## src/rtl/efuse_cfg_loader.sv

```systemverilog
// rtl/efuse_cfg_loader.sv - boot-time efuse reader that serializes bytes MSB-first into the config chain
// Optional trailing CRC-8 check of the image: define EFUSE_CFG_LOADER_CRC_EN.

module efuse_cfg_loader #(
    parameter logic [10:0] START_ADDR  = 11'd0,
    parameter int          NUM_BYTES   = 256,
    parameter int          ACK_TIMEOUT = 63
) (
    input  logic        wb_clk_i,
    input  logic        wb_rst_i,
    input  logic        start_i,
    output logic        busy_o,
    output logic        done_o,
    output logic        error_o,
    output logic        m_wb_cyc_o,
    output logic        m_wb_stb_o,
    output logic        m_wb_we_o,
    output logic        m_wb_sel_o,
    output logic [10:0] m_wb_adr_o,
    input  logic [7:0]  m_wb_dat_i,
    input  logic        m_wb_ack_i,
    input  logic        cfg_ready_i,
    output logic        cfg_data_o,
    output logic        cfg_shift_o
);

    localparam int            TW       = $clog2(ACK_TIMEOUT + 1);
    localparam logic [TW-1:0] TMO_LAST = TW'(ACK_TIMEOUT - 1);
    localparam logic [11:0]   LAST_IDX = 12'(NUM_BYTES - 1);

    typedef enum logic [1:0] {
        S_IDLE,
        S_READ,
        S_SHIFT,
        S_FINISH
    } state_t;

    state_t        r_state;
    state_t        w_next;
    logic [11:0]   r_count;
    logic [TW-1:0] r_tmo;
    logic [7:0]    r_shreg;
    logic [2:0]    r_bitcnt;
    logic          r_done;
    logic          r_error;

    logic          w_in_read;
    logic          w_in_shift;
    logic          w_bit_ok;
    logic [10:0]   w_adr;

    assign w_in_read  = (r_state == S_READ);
    assign w_in_shift = (r_state == S_SHIFT);
    assign w_bit_ok   = w_in_shift && cfg_ready_i;
    assign w_adr      = START_ADDR + r_count[10:0];

`ifdef EFUSE_CFG_LOADER_CRC_EN
    localparam logic [11:0] CRC_IDX = 12'(NUM_BYTES);

    logic [7:0] r_crc;
    logic       w_crc_rd;
    logic       w_crc_bad;

    // The read at index NUM_BYTES returns the stored checksum, not image data.
    assign w_crc_rd  = (r_count == CRC_IDX);
    assign w_crc_bad = (m_wb_dat_i != r_crc);

    function automatic logic [7:0] f_crc8(input logic [7:0] crc, input logic [7:0] data);
        logic [7:0] c;
        c = crc ^ data;
        for (int i = 0; i < 8; i++) begin
            c = c[7] ? ({c[6:0], 1'b0} ^ 8'h07) : {c[6:0], 1'b0};
        end
        return c;
    endfunction
`endif

    always_ff @(posedge wb_clk_i or posedge wb_rst_i) begin
        if (wb_rst_i) begin
            r_state <= S_IDLE;
        end else begin
            r_state <= w_next;
        end
    end

    always_comb begin
        w_next = r_state;
        case (r_state)
            S_IDLE: begin
                if (start_i) begin
                    w_next = S_READ;
                end
            end
            S_READ: begin
                // Ack wins over a timeout landing on the same cycle.
                if (m_wb_ack_i) begin
`ifdef EFUSE_CFG_LOADER_CRC_EN
                    if (w_crc_rd) begin
                        w_next = w_crc_bad ? S_IDLE : S_FINISH;
                    end else begin
                        w_next = S_SHIFT;
                    end
`else
                    w_next = S_SHIFT;
`endif
                end else if (r_tmo == TMO_LAST) begin
                    w_next = S_IDLE;
                end
            end
            S_SHIFT: begin
                if (w_bit_ok && (r_bitcnt == 3'd0)) begin
`ifdef EFUSE_CFG_LOADER_CRC_EN
                    w_next = S_READ;
`else
                    w_next = (r_count == LAST_IDX) ? S_FINISH : S_READ;
`endif
                end
            end
            S_FINISH: begin
                w_next = S_IDLE;
            end
            default: begin
                w_next = S_IDLE;
            end
        endcase
    end

    always_comb begin
        busy_o      = (r_state != S_IDLE);
        m_wb_cyc_o  = w_in_read;
        m_wb_stb_o  = w_in_read;
        m_wb_we_o   = 1'b0;
        m_wb_sel_o  = 1'b1;
        m_wb_adr_o  = w_in_read ? w_adr : 11'd0;
        cfg_data_o  = w_in_shift && r_shreg[7];
        cfg_shift_o = w_bit_ok;
    end

    assign done_o  = r_done;
    assign error_o = r_error;

    always_ff @(posedge wb_clk_i or posedge wb_rst_i) begin
        if (wb_rst_i) begin
            r_count  <= '0;
            r_tmo    <= '0;
            r_shreg  <= '0;
            r_bitcnt <= '0;
            r_done   <= 1'b0;
            r_error  <= 1'b0;
`ifdef EFUSE_CFG_LOADER_CRC_EN
            r_crc    <= '0;
`endif
        end else begin
            case (r_state)
                S_IDLE: begin
                    if (start_i) begin
                        r_count <= '0;
                        r_tmo   <= '0;
                        r_done  <= 1'b0;
                        r_error <= 1'b0;
`ifdef EFUSE_CFG_LOADER_CRC_EN
                        r_crc   <= '0;
`endif
                    end
                end
                S_READ: begin
                    if (m_wb_ack_i) begin
                        r_tmo <= '0;
`ifdef EFUSE_CFG_LOADER_CRC_EN
                        if (w_crc_rd) begin
                            if (w_crc_bad) begin
                                r_error <= 1'b1;
                            end
                        end else begin
                            r_shreg  <= m_wb_dat_i;
                            r_bitcnt <= 3'd7;
                            r_crc    <= f_crc8(r_crc, m_wb_dat_i);
                        end
`else
                        r_shreg  <= m_wb_dat_i;
                        r_bitcnt <= 3'd7;
`endif
                    end else if (r_tmo == TMO_LAST) begin
                        r_tmo   <= '0;
                        r_error <= 1'b1;
                    end else begin
                        r_tmo <= r_tmo + 1'b1;
                    end
                end
                S_SHIFT: begin
                    if (w_bit_ok) begin
                        r_shreg  <= {r_shreg[6:0], 1'b0};
                        r_bitcnt <= r_bitcnt - 3'd1;
                        if (r_bitcnt == 3'd0) begin
                            r_count <= r_count + 12'd1;
                        end
                    end
                end
                S_FINISH: begin
                    r_done <= 1'b1;
                end
                default: begin
                end
            endcase
        end
    end

endmodule

```

## config.mk

```make
export PLATFORM = sky130hd
export DESIGN_NAME = efuse_cfg_loader
export DESIGN_NICKNAME = d
export VERILOG_FILES = /design/src/rtl/efuse_cfg_loader.sv
export SDC_FILE = /design/constraint.sdc
export NUM_CORES = 1
export LEC_CHECK = 0
export BUFFER_PORTS_ARGS = -buffer_cell sky130_fd_sc_hd__buf_2
export CORE_MARGIN = 5
export CORE_UTILIZATION = 50
export DETAILED_ROUTE_END_ITERATION = 16
export GPL_ROUTABILITY_DRIVEN = 0
export MAX_ROUTING_LAYER = met4
export PLACE_DENSITY_LB_ADDON = 0.25
export SKIP_CTS_REPAIR_TIMING = 1
export SYNTH_ARGS = -nofsm -noshare
export SYNTH_HDL_FRONTEND = slang
export SYNTH_SLANG_ARGS = --single-unit
```

## constraint.sdc

```tcl
create_clock -name wb_clk_i -period 2.9 [get_ports wb_clk_i]
set_input_delay 0.58 -clock wb_clk_i [delete_from_list [all_inputs] [get_ports wb_clk_i]]
set_output_delay 0.58 -clock wb_clk_i [all_outputs]
set_load 0.01 [all_outputs]
```

* Word-level counts from Yosys, hierarchy flattened
Cells that the tools add are included.
** Operators by class
- Add/sub/neg operators :: 3
- $mul :: 0
- Divide/modulo/power cells :: 0
- Order comparisons :: 0
- Eq/ne operators :: 13
- Shift-type cells :: 0
- Multiplexer cells :: 26
- Bitwise operators :: 0
- Reductions and logical operators :: 16
** Operator list (number)
- 2-to-1 mux 12 bit :: 3
- one-hot mux 12 bit (2 select lines) :: 1
- 2-to-1 mux 6 bit :: 3
- 2-to-1 mux 8 bit :: 2
- one-hot mux 8 bit (2 select lines) :: 1
- adder 12 x 1 -> 12 bit (second input constant) :: 1
- equality test 12 x 8 -> 1 bit (second input constant) :: 1
- one-hot mux 6 bit (2 select lines) :: 1
- 2-to-1 mux 11 bit :: 1
- 2-to-1 mux 2 bit :: 5
- nonzero test 2 bit :: 5
- != test 2 x 1 -> 1 bit (second input constant) :: 4
- one-hot mux 2 bit (4 select lines) :: 1
- AND reduction 4 bit :: 2
- adder 6 x 1 -> 6 bit (second input constant) :: 1
- equality test 6 bit (second input constant) :: 1
- 2-to-1 mux 3 bit :: 2
- != test 2 bit (second input constant) :: 3
- one-hot mux 3 bit (2 select lines) :: 1
- AND reduction 3 bit :: 2
- equality test 2 bit (second input constant) :: 2
- one-hot mux 1 bit (2 select lines) :: 2
- AND reduction 2 bit :: 2
- logical AND 1 bit :: 3
- 6 further kinds :: 8
** Word-level totals
- Bits in registers :: 33
- Latch bits :: 0
- Bits in writable memories :: 0
- Memory bits (read-only) :: 0
- Input port bits :: 13
- Output and inout bits :: 20
- Word-level logic and storage cells :: 65
- Memories :: 0

* Logic depth before layout (Yosys ltp)
- Depth after elaboration :: 5
- Gate-level depth with buffers :: 7
- Mapped depth without buffers :: 6

* Worst setup path after synthesis
OpenSTA, ideal clock, no wires.
- Path type :: reg2out
- Start :: register r_state[1]
- End :: output port m_wb_adr_o[0]
- Arrival time :: 1.280 ns
- Required time :: 2.320 ns
- Slack :: 1.040 ns
- Cell stages (with the launch flop) :: 6
- Buffers on the path :: 2
- Cells stage by stage :: dfrtp_1 buf_6 nand2b_1 inv_1 clkbuf_1 and2_1
** On the way
- Word-level cells in the longest chain between the ends :: 2
** RTL lines
- start, declared :: RTL line 38 : state_t r_state;
- start signal, assigned :: RTL line 82 : r_state <= w_next;
- equality test 2 x 1 -> 1 bit :: RTL line 52 : assign w_in_read = (r_state == S_READ);
- named net m_wb_cyc_o :: RTL line 15 : output logic m_wb_cyc_o,
- 2-to-1 mux 11 bit :: RTL line 134 : m_wb_adr_o = w_in_read ? w_adr : 11'd0;
- end, declared :: RTL line 19 : output logic [10:0] m_wb_adr_o,
The timed path passes the listed nets, and every way through them passes these cells.

* Worst setup path in the final report
- Start :: register r_state[0]
- End :: output port m_wb_adr_o[5]
** On the way
- Word-level cells in the longest chain between the ends :: 2
** RTL lines (RTL line)
- equality test 2 x 1 -> 1 bit :: 52
- 2-to-1 mux 11 bit :: 134
No other way between the ends.

==> metrics.txt <==
# TYPE chip_impl_metric gauge
chip_impl_info{name="criticalPathCategory",value="reg2out"} 1
chip_impl_metric{name="synth_top_cell_area_share",unit="%"} 44.72
chip_impl_metric{name="ios",unit=""} 33
chip_impl_metric{name="timing_worst_slew_pin_value",unit="ns"} 1.055
chip_impl_metric{name="synth.net_count",unit=""} 217
chip_impl_info{name="path_cells",value="nand2b_1, inv_1, and2_1, buf_2"} 1
chip_impl_metric{name="drt_iter0_markers",unit=""} 48
chip_impl_metric{name="syn_to_final_growth",unit="%"} 13.14
chip_impl_metric{name="grt_antenna_before_repair",unit=""} 0
chip_impl_metric{name="fin_setup_tns",unit="ns"} 0
chip_impl_metric{name="r2r_slack",unit="ns"} 0.62
chip_impl_metric{name="detail_route.drc_violations",unit=""} 0
chip_impl_metric{name="first_pass_grt_wire_length",unit="µm"} 6272
chip_impl_metric{name="final-setup-viol-count",unit=""} 0
chip_impl_metric{name="worst_path_largest_cell_delay",unit="ns"} 0.61
chip_impl_info{name="r2r-start",value="r_state[1]"} 1
chip_impl_metric{name="synthDistinctLibCells",unit=""} 42
chip_impl_metric{name="numPortBuffers",unit=""} 30
chip_impl_info{name="critical-path-slowest-cell",value="sky130_fd_sc_hd__dfrtp_1"} 1
chip_impl_metric{name="final-hold-violation-count",unit=""} 0
chip_impl_metric{name="worstPathMaxFanout",unit=""} 17
chip_impl_metric{name="number_of_enable_flip_flop_cells_after_synthesis",unit=""} 0
chip_impl_metric{name="fill_count",unit=""} 330
chip_impl_metric{name="slew_violations",unit=""} 0
chip_impl_metric{name="share_of_final_layout_standard_cells_stronger_than_drive_strength_1",unit="%"} 18.94
chip_impl_metric{name="worst_clock_skew",unit="ns"} 0.005521
chip_impl_metric{name="ant_nets",unit=""} 0
chip_impl_metric{name="max-vdd-ir-drop",unit="µV"} 444.6
chip_impl_info{name="root_buffer",value="sky130_fd_sc_hd__clkbuf_8"} 1
chip_impl_metric{name="worst_r2r_path_depth",unit=""} 4
chip_impl_metric{name="num_vias",unit=""} 1463
chip_impl_info{name="postSynth.topFlopCell",value="sky130_fd_sc_hd__dfrtp_1"} 1
chip_impl_metric{name="grt_util_all_layers",unit="%"} 15.85
chip_impl_metric{name="die_footprint",unit="µm²"} 5009
chip_impl_info{name="rsz_0062_raised_after_global_routing",value="no"} 1
chip_impl_metric{name="floorplan.die.height",unit="µm"} 70.78
chip_impl_metric{name="total_grt_overflow",unit=""} 0
chip_impl_metric{name="cts_htree_levels",unit=""} 2
chip_impl_metric{name="cellLeakagePower",unit="µW"} 0.001056
chip_impl_metric{name="cellInternalPower",unit="µW"} 936.0
chip_impl_metric{name="multiInputGateArea",unit="µm²"} 922.1
chip_impl_metric{name="number_of_buffers_on_the_longest_clock_path",unit=""} 2
chip_impl_info{name="status",value="finished clean"} 1
chip_impl_metric{name="power.share.switching",unit="%"} 36.90
chip_impl_metric{name="placementRows",unit=""} 22
chip_impl_metric{name="worst_skew_pair.late_latency",unit="ns"} 0.27
chip_impl_metric{name="post_synth_inst_count",unit=""} 199
chip_impl_metric{name="pwr-share-seq",unit="%"} 45.3
chip_impl_metric{name="combPwrFrac",unit="%"} 31.9
chip_impl_info{name="crit-reg2reg-capture",value="r_shreg[4]"} 1
chip_impl_metric{name="drt-wirelength-per-cell",unit="µm"} 12.95
chip_impl_metric{name="cp.arrival",unit="ns"} 1.72
chip_impl_metric{name="async_reset_ff_share",unit="%"} 100.0
chip_impl_metric{name="clock_power_share",unit="%"} 22.8
chip_impl_metric{name="synthesis_stage_register_bit_count",unit=""} 33
chip_impl_info{name="synth.top_cells.by_area",value="sky130_fd_sc_hd__dfrtp_1 (45%), sky130_fd_sc_hd__nand2_1 (4.9%), sky130_fd_sc_hd__nor2_1 (3.9%)"} 1
chip_impl_metric{name="final.period_utilization",unit="%"} 79.17
chip_impl_info{name="critPathLaunchType",value="flop"} 1
chip_impl_metric{name="nets",unit=""} 245
chip_impl_metric{name="syn_area",unit="µm²"} 1847
chip_impl_metric{name="timing.final.crit_period",unit="ns"} 2.296
chip_impl_info{name="cts_tree",value="built"} 1
chip_impl_metric{name="worst-endpoint-required",unit="ns"} 2.32
chip_impl_metric{name="grt_pass1_vias",unit=""} 1391
chip_impl_metric{name="cts_inserted_buffers",unit=""} 5
chip_impl_metric{name="coreArea",unit="µm²"} 3606
chip_impl_info{name="min-delay-path-class",value="in2async"} 1
chip_impl_metric{name="routed_via_density",unit=""} 5.320
chip_impl_metric{name="clock_sink_count",unit=""} 33
chip_impl_metric{name="drt_first_pass_iters",unit=""} 4
chip_impl_metric{name="timing.max_cap.violations",unit=""} 0
chip_impl_metric{name="synthesis.area_per_instance",unit="µm²"} 9.280
chip_impl_metric{name="drt_total_wl",unit="µm"} 3561
chip_impl_metric{name="fin_worst_hold_slack",unit="ns"} 0.3801
chip_impl_info{name="synth_top_cell_by_area",value="sky130_fd_sc_hd__dfrtp_1"} 1
chip_impl_metric{name="initial_core_util",unit="%"} 51.21
chip_impl_metric{name="power_density",unit="nW/µm²"} 709.9
chip_impl_metric{name="insertedDiodeCount",unit=""} 0
chip_impl_metric{name="clkTransAtPathRegs",unit="ns"} 0.06
chip_impl_metric{name="maximum_number_of_pins_on_one_net_before_global_route_repair",unit=""} 34
chip_impl_metric{name="fmaxAchievable",unit="MHz"} 435.6
chip_impl_metric{name="synth_sequential_area_ratio",unit="%"} 44.72
chip_impl_metric{name="place.detailed.hpwl",unit="µm"} 2611
chip_impl_metric{name="horizontal_die_dimension",unit="µm"} 70.78
chip_impl_metric{name="seq_area",unit="µm²"} 825.8
chip_impl_metric{name="net-switching-power",unit="µW"} 547.4
chip_impl_metric{name="ys_warn_count",unit=""} 0
chip_impl_metric{name="slew_headroom",unit="%"} 29.65
chip_impl_info{name="crit_path_end_kind",value="output pin"} 1
-- kinds of logic (layout without fill, tap and decap cells) --
| kind of cell | Yosys count | in the layout | synth area share, % |
|---|---|---|---|
| and+or+nand+nor | 87 | 87 | 24.80 |
| adders and majority gates | 5 | 5 | 3.388 |
| muxes | 10 | 10 | 5.623 |
| other | 2 | 2 | 0.4067 |
| DFF | 33 | 33 | 44.72 |
| xor gates and xnor gates | 7 | 7 | 3.320 |
| buffers and inverters | 19 | 47 | 5.352 |
| AOI/OAI and AO/OA | 36 | 36 | 12.40 |
-- state kept, by name (all words and copies together), names as in the netlist --
name	count
r_state	2
r_tmo	6
r_shreg	8
error_o	1
done_o	1
r_bitcnt	3
r_count	12
-- critical path: cells and delay by family (launching register included) --
family / cells / cell delay, ns
buffers and inverters: 2 / 0.46
DFF: 1 / 0.61
and+or+nand+nor: 2 / 0.38
-- layout make-up --
| class | count | area share (%) |
|---|---|---|
| inverters | 8 | 1.437 |
| multi-input cells | 147 | 44.13 |
| well taps | 48 | 2.874 |
| clock buffers | 7 | 4.132 |
| repair buffers | 32 | 7.904 |
| flip-flops and latches | 33 | 39.52 |
-- power by group through the flow --
stage / combinational (µW) / clock (µW) / sequential [µW]
after CTS: 482 / 350 / 669
after global routing: 545 / 368 / 694
after global placement: 471 / 0 / 675
after floorplan: 418 / 0 / 630
final: 473 / 338 / 672
after detailed placement: 479 / 0 / 677
-- placed cells by master, fill, tap and decap left out, types with 2 or more instances in the layout --
master	netlist	routed
sky130_fd_sc_hd__nand2_1	24	24
sky130_fd_sc_hd__nor2b_1	4	4
sky130_fd_sc_hd__nand3_1	7	7
sky130_fd_sc_hd__buf_4	3	2
sky130_fd_sc_hd__a211oi_1	2	2
sky130_fd_sc_hd__xnor2_1	7	7
sky130_fd_sc_hd__dfrtp_1	33	33
sky130_fd_sc_hd__nor2_1	19	19
sky130_fd_sc_hd__a21oi_1	8	8
sky130_fd_sc_hd__or4_1	4	4
sky130_fd_sc_hd__conb_1	2	2
sky130_fd_sc_hd__mux2i_1	7	7
sky130_fd_sc_hd__o311ai_0	2	2
sky130_fd_sc_hd__ha_1	5	5
sky130_fd_sc_hd__buf_2	1	30
sky130_fd_sc_hd__a2111oi_0	2	2
sky130_fd_sc_hd__nand2b_1	3	3
sky130_fd_sc_hd__nand3b_1	2	2
sky130_fd_sc_hd__clkbuf_8	0	6
sky130_fd_sc_hd__o21ai_0	12	12
sky130_fd_sc_hd__nand4_1	3	3
sky130_fd_sc_hd__mux2_2	3	3
sky130_fd_sc_hd__and2_1	11	11
sky130_fd_sc_hd__nor3_1	2	2
sky130_fd_sc_hd__o31ai_1	3	3
sky130_fd_sc_hd__inv_1	8	8
-- Yosys cell counts (all sizes together) (2+ instances only) --
cell,n
nand3,7
nand3b,2
ha,5
nand2,24
nor2b,4
nand4b,2
a2111oi,2
o21ai,12
and2,11
nor2,19
or4,4
inv,8
mux2i,7
dfrtp,33
buf,6
o31ai,3
a21oi,8
nor3,2
xnor2,7
conb,2
clkbuf,5
mux2,3
a211oi,2
nand4,3
nand2b,3
o311ai,2
-- worst max-delay path by stage --
stage | start | endpoint | slack [ns] | cells after the start
6_report | r_state[0] | m_wb_adr_o[5] | 0.60 | 4
3_5_place_dp | r_state[1] | r_shreg[4] | 0.64 | 4
2_1_floorplan | r_state[1] | m_wb_adr_o[0] | 1.04 | 5
3_3_place_gp | r_state[0] | r_shreg[1] | 0.78 | 4
5_1_grt | r_state[1] | r_shreg[7] | 0.32 | 4
4_1_cts | r_state[0] | m_wb_adr_o[5] | 0.60 | 4
-- metal layers --
metal	vias up	wire, µm	track usage (%)
li1	743	-	-
met1	685	1716	20.47
met2	31	1611	24.51
met3	4	188	3.835
met4	0	44	5.219
met5	-	0	-
-- stage by stage --
| step | utilization [%] | std cells | instance area, µm² | total power (µW) | worst slack [ns] |
|---|---|---|---|---|---|
| finish | 57.95 | 275 | 2090 | 1483 | 0.6041 |
| global route | 57.95 | 275 | 2090 | 1607 | 0.3156 |
| CTS | 57.95 | 275 | 2090 | 1500 | 0.5967 |
| detailed placement | 55.55 | 268 | 2003 | 1156 | 0.6426 |
| global placement | 55.55 | 268 | 2003 | 1147 | 0.7843 |
| floorplan | - | 199 | 1847 | 1048 | 1.040 |
No activity file was read; power rests on OpenSTA's default activity.
